--- config.mk ---
export PLATFORM = sky130hd
export DESIGN_NAME = accum_32bit_seq
export DESIGN_NICKNAME = d
export VERILOG_FILES = /design/src/rtl/accum_32bit_seq.sv
export SDC_FILE = /design/constraint.sdc
export NUM_CORES = 1
export LEC_CHECK = 0
export BUFFER_PORTS_ARGS = -buffer_cell sky130_fd_sc_hd__buf_2
export CAP_MARGIN = 20
export CORE_MARGIN = 1.5
export CORE_UTILIZATION = 40
export CTS_CLUSTER_DIAMETER = 40
export DETAILED_ROUTE_END_ITERATION = 10
export SKIP_LAST_GASP = 1
export SLEW_MARGIN = 10
export SYNTH_ARGS = -nofsm -noshare
export SYNTH_HDL_FRONTEND = slang
export SYNTH_SLANG_ARGS = --single-unit
--- constraint.sdc ---
create_clock -name clk -period 4.2 [get_ports clk]
set_clock_uncertainty 0.1 [all_clocks]
set_input_delay 0.84 -clock clk [delete_from_list [all_inputs] [get_ports clk]]
set_output_delay 0.84 -clock clk [all_outputs]
set_load 0.05 [all_outputs]
--- src/rtl/accum_32bit_seq.sv ---
// accum_32bit_seq: accumulates signed 16-bit words into a 32-bit sum over a 16-bit datapath, two cycles per word
module accum_32bit_seq #(
  parameter int CNT_W = 8
) (
  input  logic             clk,
  input  logic             rst,
  input  logic             start,
  input  logic [CNT_W-1:0] count,
  input  logic [31:0]      init_val,
  input  logic             in_valid,
  input  logic [15:0]      in_data,
  output logic             in_ready,
  output logic             busy,
  output logic             done,
  output logic [31:0]      sum,
  output logic             s,
  output logic             zr,
  output logic             cy,
  output logic             p,
  output logic             v
);
  typedef enum logic [1:0] {IDLE, LOW, HIGH, DONE} state_t;
  state_t           state_q;
  logic [31:0]      acc_q;
  logic [CNT_W-1:0] rem_q;
  logic             c16_q, sb_q, cy_q, v_q;
  logic [16:0]      lo_sum, hi_sum;
  logic [31:0]      acc_hi, fin_val;
  logic             cy_d, v_d, fin_cy, fin_v, publish;
  assign lo_sum  = {1'b0, acc_q[15:0]} + {1'b0, in_data};
  assign hi_sum  = {1'b0, acc_q[31:16]} + {1'b0, {16{sb_q}}} + 17'(c16_q);
  assign acc_hi  = {hi_sum[15:0], acc_q[15:0]};
  assign cy_d    = cy_q | hi_sum[16];
  assign v_d     = v_q | ((acc_q[31] == sb_q) && (hi_sum[15] != acc_q[31]));
  // A zero-length run publishes init_val straight from IDLE; otherwise the last high-half add publishes
  assign publish = (state_q == IDLE && start && count == '0) || (state_q == HIGH && rem_q == CNT_W'(1));
  assign fin_val = (state_q == IDLE) ? init_val : acc_hi;
  assign fin_cy  = (state_q == IDLE) ? 1'b0 : cy_d;
  assign fin_v   = (state_q == IDLE) ? 1'b0 : v_d;
  assign in_ready = (state_q == LOW);
  assign busy     = (state_q != IDLE);
  assign done     = (state_q == DONE);
  // Control FSM, split low/high half adds, and result/flag registers loaded on entry to DONE
  always_ff @(posedge clk) begin
    if (rst) begin
      state_q <= IDLE;
      acc_q   <= '0;
      rem_q   <= '0;
      c16_q   <= 1'b0;
      sb_q    <= 1'b0;
      cy_q    <= 1'b0;
      v_q     <= 1'b0;
      sum     <= '0;
      s       <= 1'b0;
      zr      <= 1'b0;
      cy      <= 1'b0;
      p       <= 1'b0;
      v       <= 1'b0;
    end else begin
      case (state_q)
        IDLE: if (start) begin
          acc_q   <= init_val;
          rem_q   <= count;
          cy_q    <= 1'b0;
          v_q     <= 1'b0;
          state_q <= (count == '0) ? DONE : LOW;
        end
        LOW: if (in_valid) begin
          acc_q[15:0] <= lo_sum[15:0];
          c16_q       <= lo_sum[16];
          sb_q        <= in_data[15];
          state_q     <= HIGH;
        end
        HIGH: begin
          acc_q   <= acc_hi;
          cy_q    <= cy_d;
          v_q     <= v_d;
          rem_q   <= rem_q - CNT_W'(1);
          state_q <= (rem_q == CNT_W'(1)) ? DONE : LOW;
        end
        DONE: state_q <= IDLE;
      endcase
      if (publish) begin
        sum <= fin_val;
        s   <= fin_val[31];
        zr  <= (fin_val == '0);
        cy  <= fin_cy;
        p   <= ~^fin_val;
        v   <= fin_v;
      end
    end
  end
endmodule

# --- Word level (Yosys, flattened, before mapping) ---
# Index checks and enable logic that the tools add are counted.
word_totals:
  latchBits: 0
  elab_cells: 61
  mem_bits_rw: 0
  register_bits: 83
  in_bits: 60
  output_inout_bits: 40
  rom_bits: 0
  n_memories: 0
op_classes:
  magnitude_cmp: 0
  n_div: 0
  n_eq_ne: 8
  n_shift: 0
  n_mux: 17
  reduce_logical: 16
  multipliers: 0
  addsub: 4
  n_bitwise: 2
op_table:
  columns: ["cell", "n"]
  rows:
  - ["2-to-1 mux 32 bit", 2]
  - ["one-hot mux 16 bit (2 select lines)", 2]
  - ["adder 16 x 16 -> 17 bit", 2]
  - ["logical NOT 32 bit", 1]
  - ["XNOR reduction 32 bit", 1]
  - ["adder 17 x 1 -> 17 bit", 1]
  - ["2-to-1 mux 16 bit", 1]
  - ["one-hot mux 8 bit (2 select lines)", 1]
  - ["== test 8 x 1 -> 1 bit (second input constant)", 1]
  - ["logical NOT 8 bit", 1]
  - ["2-to-1 mux 2 bit", 4]
  - ["2-to-1 mux 8 bit", 1]
  - ["one-hot mux 2 bit (4 select lines)", 1]
  - ["subtractor 8 x 1 -> 8 bit (second input constant)", 1]
  - ["AND reduction 2 bit", 3]
  - ["nonzero test 2 bit", 3]
  - ["== test 2 bit (second input constant)", 2]
  - ["logical AND 1 bit", 4]
  - ["!= test 2 bit (second input constant)", 2]
  - ["one-hot mux 1 bit (2 select lines)", 2]
  - ["2-to-1 mux 1 bit", 3]
  - ["AND reduction 3 bit", 1]
  - ["== test 2 x 1 -> 1 bit (second input constant)", 1]
  - ["logical NOT 2 bit", 1]
  - ["other kinds (4)", 5]

# --- Longest topological paths before layout ---
# Gate-level depths: netlist of the first run.
depth:
  depth_word: 6
  ltp_mapped: 16
  ltp_nobuf: 16

# --- Worst setup path after synthesis of the first run ---
# OpenSTA, ideal clock, no wires.
synth_path:
  path_type: "reg2reg"
  start: "reg sb_q"
  end: "reg p"
  synth_period_minus_slack_ps: 3677
  required_time_ps: 4030
  setup_slack_ps: 523
  n_path_buf: 0
  path_stages_with_launch: 17
  arrival_ps: 3506
  setup_ps: 70
  cell_sequence: "dfxtp_1 -> fa_1 -> inv_1 -> fa_1 -> nand2b_1 -> a21o_1 -> a21o_1 -> o211a_1 -> xor2_1 -> o21a_1 -> ha_1 -> xor2_1 -> xnor2_1 -> xnor2_1 -> xnor2_1 -> nand2_1 -> a21oi_1"
synth_via:
  elab_chain_cells: 4
synth_lines:
  columns: ["element", "line_no", "rtl"]
  rows:
  - ["start: declaration", "26", "logic c16_q, sb_q, cy_q, v_q;"]
  - ["start signal: assignment", "71", "sb_q <= in_data[15];"]
  - ["adder 16 x 16 -> 17 bit", "31", "assign hi_sum = {1'b0, acc_q[31:16]} + {1'b0, {16{sb_q}}} + 17'(c16_q);"]
  - ["adder 17 x 1 -> 17 bit", "31", null]
  - ["2-to-1 mux 32 bit", "37", "assign fin_val = (state_q == IDLE) ? init_val : acc_hi;"]
  - ["XNOR reduction 32 bit", "88", "p <= ~^fin_val;"]
  - ["end signal: assignment", "88", null]
  - ["end: declaration", "19", "output logic p,"]
# Every way passes these cells.
# A chain may end at the register's enable or synchronous reset.

# --- Worst setup path in the final report of the first run ---
# Same ends and word-level chain as after synthesis.

==> results of run 1 <==
[flip-flops by register name, summed over array words and instances, names as in the netlist]
signal / flops
cy: 1
v_q: 1
acc_q: 32
sum: 32
c16_q: 1
rem_q: 8
v: 1
state_q: 2
cy_q: 1
sb_q: 1
p: 1
zr: 1
[cells by family (layout without fill, tap and decap cells)]
family / Yosys count / in the layout / share of synthesized area [%]
XOR/XNOR: 33 / 33 / 5.02
multiplexers: 26 / 26 / 4.52
adder cells (fa/ha/maj): 52 / 52 / 11.7
AO/OA/AOI/OAI: 224 / 224 / 26.5
AND/OR/NAND/NOR: 232 / 232 / 19.0
buffers and inverters: 64 / 142 / 4.84
flip-flops: 82 / 82 / 28.5
[power by group]
group	internal [mW]	switching [mW]	total, mW	leakage [nW]
combinational	0.320	0.436	0.756	2.02
sequential	0.819	0.0404	0.860	0.669
clock	0.405	0.360	0.766	0.136
total	1.54	0.837	2.38	2.83
[cell type report]
class                      count  share of cell area (%)
clock inverter                 7                   0.791
timing repair buffer         110                    8.89
clock buffer                   9                    3.39
multi-input combinational    567                    57.9
tap                          180                    3.39
sequential                    82                    24.7
inverter                      16                   0.904
[cell usage after synthesis, drive strengths merged, types with 5 or more instances]
library cell	number
a211oi	45
a21o	8
a21oi	56
a221oi	8
a22oi	5
a31oi	5
and2	5
and3	8
buf	16
clkbuf	32
dfxtp	82
ha	49
inv	15
mux2i	26
nand2	64
nand2b	6
nand3	15
nand4	9
nor2	87
nor3	15
nor4	6
o21ai	36
o221ai	5
o22ai	6
xnor2	20
xor2	13
[worst max-delay path: stages, from the launching register on]
cell	delay, ns
sky130_fd_sc_hd__dfxtp_1	0.54
sky130_fd_sc_hd__fa_1	0.30
sky130_fd_sc_hd__inv_1	0.07
sky130_fd_sc_hd__fa_1	0.39
sky130_fd_sc_hd__nand2b_1	0.18
sky130_fd_sc_hd__a21o_1	0.22
sky130_fd_sc_hd__a21o_1	0.18
sky130_fd_sc_hd__o211a_1	0.25
sky130_fd_sc_hd__xor2_1	0.18
sky130_fd_sc_hd__o21a_1	0.19
sky130_fd_sc_hd__ha_1	0.32
sky130_fd_sc_hd__xor2_1	0.18
sky130_fd_sc_hd__xnor2_1	0.18
sky130_fd_sc_hd__xnor2_1	0.15
sky130_fd_sc_hd__xnor2_1	0.13
sky130_fd_sc_hd__nand2_1	0.07
sky130_fd_sc_hd__a21oi_1	0.14
[layout by cell type, fill, tap and decap left out, types with 4 or more instances in the layout]
master | netlist | layout
sky130_fd_sc_hd__buf_2 | 7 | 99
sky130_fd_sc_hd__buf_4 | 2 | 10
sky130_fd_sc_hd__clkbuf_16 | 0 | 9
sky130_fd_sc_hd__nand2b_1 | 6 | 6
sky130_fd_sc_hd__nor3_1 | 15 | 15
sky130_fd_sc_hd__ha_1 | 49 | 49
sky130_fd_sc_hd__o21a_1 | 4 | 4
sky130_fd_sc_hd__and3_1 | 8 | 8
sky130_fd_sc_hd__a21o_1 | 8 | 8
sky130_fd_sc_hd__nand4_1 | 9 | 9
sky130_fd_sc_hd__o221ai_1 | 5 | 5
sky130_fd_sc_hd__a211o_1 | 4 | 4
sky130_fd_sc_hd__xnor2_1 | 20 | 20
sky130_fd_sc_hd__o31ai_1 | 4 | 4
sky130_fd_sc_hd__dfxtp_1 | 82 | 82
sky130_fd_sc_hd__a211oi_1 | 45 | 45
sky130_fd_sc_hd__a221oi_1 | 7 | 7
sky130_fd_sc_hd__and2_1 | 4 | 4
sky130_fd_sc_hd__a21oi_1 | 56 | 56
sky130_fd_sc_hd__mux2i_1 | 26 | 26
sky130_fd_sc_hd__xor2_1 | 13 | 13
sky130_fd_sc_hd__a311oi_1 | 4 | 4
sky130_fd_sc_hd__o21ai_0 | 33 | 32
sky130_fd_sc_hd__inv_1 | 15 | 15
sky130_fd_sc_hd__a22oi_1 | 5 | 5
sky130_fd_sc_hd__nand2_1 | 63 | 63
sky130_fd_sc_hd__a31oi_1 | 5 | 5
sky130_fd_sc_hd__nor2_1 | 85 | 85
sky130_fd_sc_hd__o2111ai_1 | 4 | 4
sky130_fd_sc_hd__nor4_1 | 6 | 6
sky130_fd_sc_hd__o22ai_1 | 6 | 6
sky130_fd_sc_hd__nand3_1 | 14 | 14
sky130_fd_sc_hd__o211a_1 | 4 | 4
[metal layers]
| metal | wire length (um) | up-vias | track usage (%) |
|---|---|---|---|
| met1 | 8520 | 2736 | 34.2 |
| met5 | 0 | - | 0 |
| met4 | 347 | 0 | 7.69 |
| met2 | 8030 | 182 | 36.9 |
| li1 | - | 2791 | - |
| met3 | 978 | 23 | 3.83 |
[metrics by stage]
| stage | total power [mW] | instances | instance area, um2 | worst slack [ns] | util, % |
|---|---|---|---|---|---|
| finish | 2.38 | 971 | 6640 | 0.365 | 47.5 |
| global route | 2.51 | 971 | 6640 | 0.126 | 47.5 |
| CTS | 2.39 | 971 | 6640 | 0.368 | 47.5 |
| detailed placement | 1.63 | 955 | 6370 | 0.407 | 45.5 |
| global placement | 1.61 | 955 | 6370 | 0.461 | 45.5 |
| floorplan | 1.43 | 713 | 5760 | 0.523 | - |
[path summary, 6_finish.rpt]
kind	startpoint	slack [ns]	endpoint
worst min register to register	acc_q[20]	0.37	acc_q[20]
worst max-delay path	sb_q	0.37	p
worst max register to register	sb_q	0.37	p
worst min-delay path	acc_q[20]	0.37	acc_q[20]
==> metrics.log, run 1 <==
INFO  metric status = complete, no violations
INFO  metric std_cell_rows = 43
INFO  metric grt_setup_unrepaired = false
INFO  metric timing.final.hold_violations = 0
INFO  metric timing_worst_slew_pin_value = 1.01 ns
INFO  metric min-delay-path-class = reg -> reg
INFO  metric multiInputGateArea = 3850 um2
INFO  metric maxSlewHeadroom = 32.9%
INFO  metric viasPerCell = 5.90
INFO  metric filler_cell_count = 1429
INFO  metric dr.first_iter.drc_count = 410
INFO  metric post-route-period-util = 91.3%
INFO  metric floorplan.die_area = roughly 15000 um2
INFO  metric netlist-cell-type-count = between 60 and 70
INFO  metric number_of_global_route_vias_before_repair = 5333
INFO  metric max_cap_violations = 0
INFO  metric synth_edf_count = 0
INFO  metric post_synth_main_area_contributors = sky130_fd_sc_hd__dfxtp_1 (28%), sky130_fd_sc_hd__ha_1 (11%), sky130_fd_sc_hd__a211oi_1 (5.9%)
INFO  metric power.density_cell_area = around 360 nW/um2
INFO  metric clkSinkCount = 82
INFO  metric cts_hold_repair.buffers = 0
INFO  metric worst-setup-path-type = reg -> reg
INFO  metric synthesis.instances = 713
INFO  metric worst_ir_drop_vdd = 0.222 mV
INFO  metric critPathMaxFanout = 9
INFO  metric synth.top_cell.area_share = roughly 28%
INFO  metric fin_hold_ws = ~0.37 ns
INFO  metric final.min_clock_period = 3.83 ns
INFO  metric grt_antenna_before_repair = 0
INFO  metric regArea = between 1500 and 2000 um2
INFO  metric overflow = 0
INFO  metric design.final.nets = 898
INFO  metric clock_tree.htree_level_count = 3
INFO  metric static-leakage-power = 2.83 nW
INFO  metric final_max_slew_viol_count = 0
INFO  metric synth.ff_latch_count = 82
INFO  metric cts-buffers-inserted = 9
INFO  metric top_level_ports = 100
INFO  metric dominantRegCellSynth = sky130_fd_sc_hd__dfxtp_1
INFO  metric cp-end-kind = flip-flop
INFO  metric hpwl = 13500 um
INFO  metric wl_per_cell = 18.4 um
INFO  metric timing.hold.worst_path_depth = 2
INFO  metric grt_first_pass_wirelength = about 28000 um
INFO  metric worst_ep_required_time = 4.38 ns
INFO  metric grt_start_max_net_pins = 57
INFO  metric initial_utilization = slightly above 40%
INFO  metric syn2layout_area_growth = 15.3%
INFO  metric route.vias.total = 5732
INFO  metric fp.dieH = 123 um
INFO  metric synthesized_area_divided_by_synthesized_cell_count = 8.08 um2
INFO  metric synth-seq-area-share = between 20 and 30%
INFO  metric clk_path_buf_depth = 2
INFO  metric synth_nets = approximately 830
INFO  metric grtUsageTotal = 24.0%
INFO  metric cts_tree = yes
INFO  metric routed_wl = 17900 um
INFO  metric gpl.final_weighted_congestion = approximately 0.93
INFO  metric totalNegativeSetupSlack = 0 ns
INFO  metric post-route-drc-count = 0
INFO  metric antenna-diode-count = 0
INFO  metric max_freq = 261 MHz
INFO  metric residual_antenna_violating_net_count_after_detailed_routing = 0
INFO  metric layout_cell_share_with_drive_strength_beyond_1 = 17.8%
INFO  metric netlist.top_cell.by_area = sky130_fd_sc_hd__dfxtp_1
INFO  metric core = 14000 um2
INFO  metric critical_path_arrival = 4.01 ns
INFO  metric crit_path_start_kind = flip-flop
INFO  metric insertion_delay = 0.35 ns
INFO  metric worst_setup_hold_path_clk_slew = 0.07 ns
INFO  metric synth-warning-count = 0
INFO  metric post_cts.repair.setup_buffers = 0
INFO  metric detail_route.first_pass.iterations = 5
INFO  metric cts_resized = 0
INFO  metric buffer_ports.inserted = 99
INFO  metric timing.reg2reg.worst_path_depth = 16
INFO  metric cts.root.buffer_cell = sky130_fd_sc_hd__clkbuf_16
INFO  metric fp.dieW = 123 um
INFO  metric synth-async-reset-ratio = 0%
INFO  metric finalSetupViolations = 0
INFO  metric syn-cell-area = 5760 um2
(Power assumes the default switching activity.)
==> inputs of run 2 (changes only) <==
Settings changed: MAX_ROUTING_LAYER set to met4, SETUP_SLACK_MARGIN set to 0.02.
==> run 2 against run 1 <==
- non-clock buffer count is 2 higher
- flip-flop and latch count stayed put
- clock power is 1% lower
- final cell count is 0.21% higher
- power hardly changed
- critical path depth is 1 lower
- sequential power hardly changed
- via count is 0.68% lower
- register-to-register slack better by 0.09 ns
- global-route usage is 1.3 points higher
- utilization is 0.054 points higher
- critical endpoint unchanged
- largest power group unchanged
==> metrics.log, run 2 (synthesized netlist as in run 1, its figures left out) <==
INFO  metric route.vias.total = 5693 (-0.68%)
INFO  metric placed_area = 6380 um2 (+0.24%)
INFO  metric timing_worst_slew_pin_value = 1.09 ns (+0.0808 ns)
INFO  metric layout_cell_share_with_drive_strength_beyond_1 = 18.0% (+0.21 points)
INFO  metric grt_antenna_before_repair = 0 (unchanged)
INFO  metric critical_path.slowest_cell = sky130_fd_sc_hd__ha_1
INFO  metric fp.dieH = 123 um (unchanged)
INFO  metric viasPerCell = 5.85 (-0.88%)
INFO  metric cts_hold_repair.buffers = 0 (unchanged)
INFO  metric finalSetupViolations = 0 (unchanged)
INFO  metric sequence_of_cells_on_the_critical_path = buf_4, ha_1, a21oi_1, o21ai_1, a221o_1, a211o_1, nor2_1, a21oi_1, ha_1, xor2_1, xnor2_1, xnor2_1, xnor2_1, nand2_1, a21oi_1
INFO  metric grt_start_max_net_pins = 73 (+28%)
INFO  metric timing.final.hold_violations = 0 (unchanged)
INFO  metric worst_ep_required_time = 4.38 ns (about the same)
INFO  metric post-route-period-util = 89.1% (-2.2 points)
INFO  metric gpl.final_weighted_congestion = 0.898 (-3.9%)
INFO  metric cts.root.buffer_cell = sky130_fd_sc_hd__clkbuf_16
INFO  metric routed_wl = 18200 um (+2.0%)
INFO  metric insertion_delay = 0.35 ns (about the same)
INFO  metric worst-setup-path-type = reg -> reg
INFO  metric cp_num_buf_inv = 1 (unchanged)
INFO  metric std_cell_rows = 43 (unchanged)
INFO  metric largestRegisters = acc_q: 32 flops, sum: 32 flops, rem_q: 8 flops
INFO  metric min-delay-path-class = reg -> reg
INFO  metric maxSlewHeadroom = 27.5% (-5.4 points)
INFO  metric stdcell_count = 973 (+0.21%)
INFO  metric hpwl = 13600 um (+0.25%)
INFO  metric status = complete, no violations
INFO  metric cp-end-kind = flip-flop
INFO  metric detail_route.first_pass.iterations = 7 (+2)
INFO  metric cts-buffers-inserted = 9 (unchanged)
INFO  metric number_of_global_route_vias_before_repair = 5270 (-1.2%)
INFO  metric initial_utilization = 41.2% (unchanged)
INFO  metric static-leakage-power = 2.84 nW (+0.32%)
INFO  metric overflow = 0 (unchanged)
INFO  metric max_freq = 267 MHz (+2.5%)
INFO  metric grt_first_pass_wirelength = 28700 um (+2.5%)
INFO  metric postLayoutCellArea = 6650 um2 (+0.11%)
INFO  metric post-route-drc-count = 0 (unchanged)
INFO  metric clk_path_buf_depth = 2 (unchanged)
INFO  metric antenna-diode-count = 0 (unchanged)
INFO  metric max_cap_violations = 0 (unchanged)
INFO  metric syn2layout_area_growth = 15.5%
INFO  metric wl_per_cell = 18.7 um (+1.8%)
INFO  metric top_level_ports = 100 (unchanged)
INFO  metric clkSinkCount = 82 (unchanged)
INFO  metric grt_setup_unrepaired = false
INFO  metric fp.dieW = 123 um (unchanged)
INFO  metric totalNegativeSetupSlack = 0 ns (unchanged)
INFO  metric floorplan.die_area = 15100 um2 (unchanged)
INFO  metric dr.first_iter.drc_count = 487 (+19%)
INFO  metric critPathTopFamily = compound AO/OA/AOI/OAI gates
INFO  metric power.density_cell_area = 358 nW/um2 (-0.20%)
INFO  metric crit_path_start_kind = flip-flop
INFO  metric worst_path_largest_cell_delay = 0.38 ns (-0.16 ns)
INFO  metric buffer_ports.inserted = 99 (unchanged)
INFO  metric placedCellCount = 957 (+0.21%)
INFO  metric cts_resized = 0 (unchanged)
INFO  metric residual_antenna_violating_net_count_after_detailed_routing = 0 (unchanged)
INFO  metric filler_cell_count = 1439 (+0.70%)
INFO  metric worst_ir_drop_vdd = 0.194 mV (-13%)
INFO  metric post_cts.repair.setup_buffers = 0 (unchanged)
INFO  metric final.min_clock_period = 3.74 ns (-0.0937 ns)
INFO  metric critical_path_arrival = 3.92 ns (-0.09 ns)
INFO  metric design.final.nets = 900 (+0.22%)
INFO  metric design_power_total = 2.38 mW (about the same)
INFO  metric worst_setup_hold_path_clk_slew = 0.07 ns (about the same)
INFO  metric core = 14000 um2 (unchanged)
INFO  metric grtUsageTotal = 25.3% (+1.3 points)
INFO  metric final_max_slew_viol_count = 0 (unchanged)
INFO  metric critPathMaxFanout = 17 (+8)
INFO  metric clock_tree.htree_level_count = 3 (unchanged)
INFO  metric final_cell_mix = sky130_fd_sc_hd__buf_2 (99), sky130_fd_sc_hd__nor2_1 (85), sky130_fd_sc_hd__dfxtp_1 (82)
INFO  metric cts_tree = yes
INFO  metric mostFrequentLayoutCell = sky130_fd_sc_hd__buf_2
==> run 2: changes by cell type in the layout (fill, tap and decap cells not counted) <==
cell	before	now
sky130_fd_sc_hd__clkinv_4	2	1
sky130_fd_sc_hd__inv_6	2	1
sky130_fd_sc_hd__clkinv_2	2	4
sky130_fd_sc_hd__buf_4	10	12
==> run 2: per-stage QoR <==
stage          hold WS, ns  utilization [%]  setup slack [ns]
2_1_floorplan        0.336                -             0.523
3_3_place_gp         0.351             45.6             0.551
3_5_place_dp         0.354             45.6             0.504
4_1_cts              0.367             47.5             0.486
5_1_grt              0.390             47.5             0.207
6_report             0.364             47.5             0.459
==> run 2: area by class of cell <==
type	instances	area, um2	area share, %
repair buffers	112	606	9.10
well taps	180	225	3.39
clock buffers	9	225	3.39
clock inverters	7	45.0	0.677
multi-input cells	567	3850	57.9
inverters	16	60.1	0.903
flip-flops and latches	82	1640	24.7
==> run 2: worst reg2reg max path: stages (launching register included) <==
cell	delay, ns
sky130_fd_sc_hd__dfxtp_1	0.34
sky130_fd_sc_hd__buf_4	0.27
sky130_fd_sc_hd__ha_1	0.38
sky130_fd_sc_hd__a21oi_1	0.38
sky130_fd_sc_hd__o21ai_1	0.23
sky130_fd_sc_hd__a221o_1	0.33
sky130_fd_sc_hd__a211o_1	0.28
sky130_fd_sc_hd__nor2_1	0.11
sky130_fd_sc_hd__a21oi_1	0.07
sky130_fd_sc_hd__ha_1	0.31
sky130_fd_sc_hd__xor2_1	0.15
sky130_fd_sc_hd__xnor2_1	0.20
sky130_fd_sc_hd__xnor2_1	0.17
sky130_fd_sc_hd__xnor2_1	0.14
sky130_fd_sc_hd__nand2_1	0.06
sky130_fd_sc_hd__a21oi_1	0.15
==> run 2: layer usage <==
| layer | global-route usage (%) | part of all wire [%] | up-vias | routed length (um) |
|---|---|---|---|---|
| li1 | - | - | 2799 | - |
| met5 | - | 0 | - | 0 |
| met4 | 7.18 | 1.2 | 0 | 226 |
| met3 | 2.63 | 5.1 | 16 | 939 |
| met1 | 36.6 | 49 | 2701 | 8980 |
| met2 | 37.5 | 44 | 177 | 8090 |
==> run 2: final timing paths <==
kind | startpoint | to | slack [ns] | depth (start not counted)
max | sb_q | p | 0.46 | 15
max reg2reg | sb_q | p | 0.46 | 15
min | acc_q[24] | acc_q[24] | 0.36 | 2
min reg2reg | acc_q[24] | acc_q[24] | 0.36 | 2
==> run 2: where the power goes <==
group / internal, mW / leakage, nW / switching, mW / total, mW
Clock: 0.400 / 0.135 / 0.357 / 0.757
Combinational: 0.322 / 2.03 / 0.442 / 0.763
Sequential: 0.820 / 0.669 / 0.0392 / 0.859
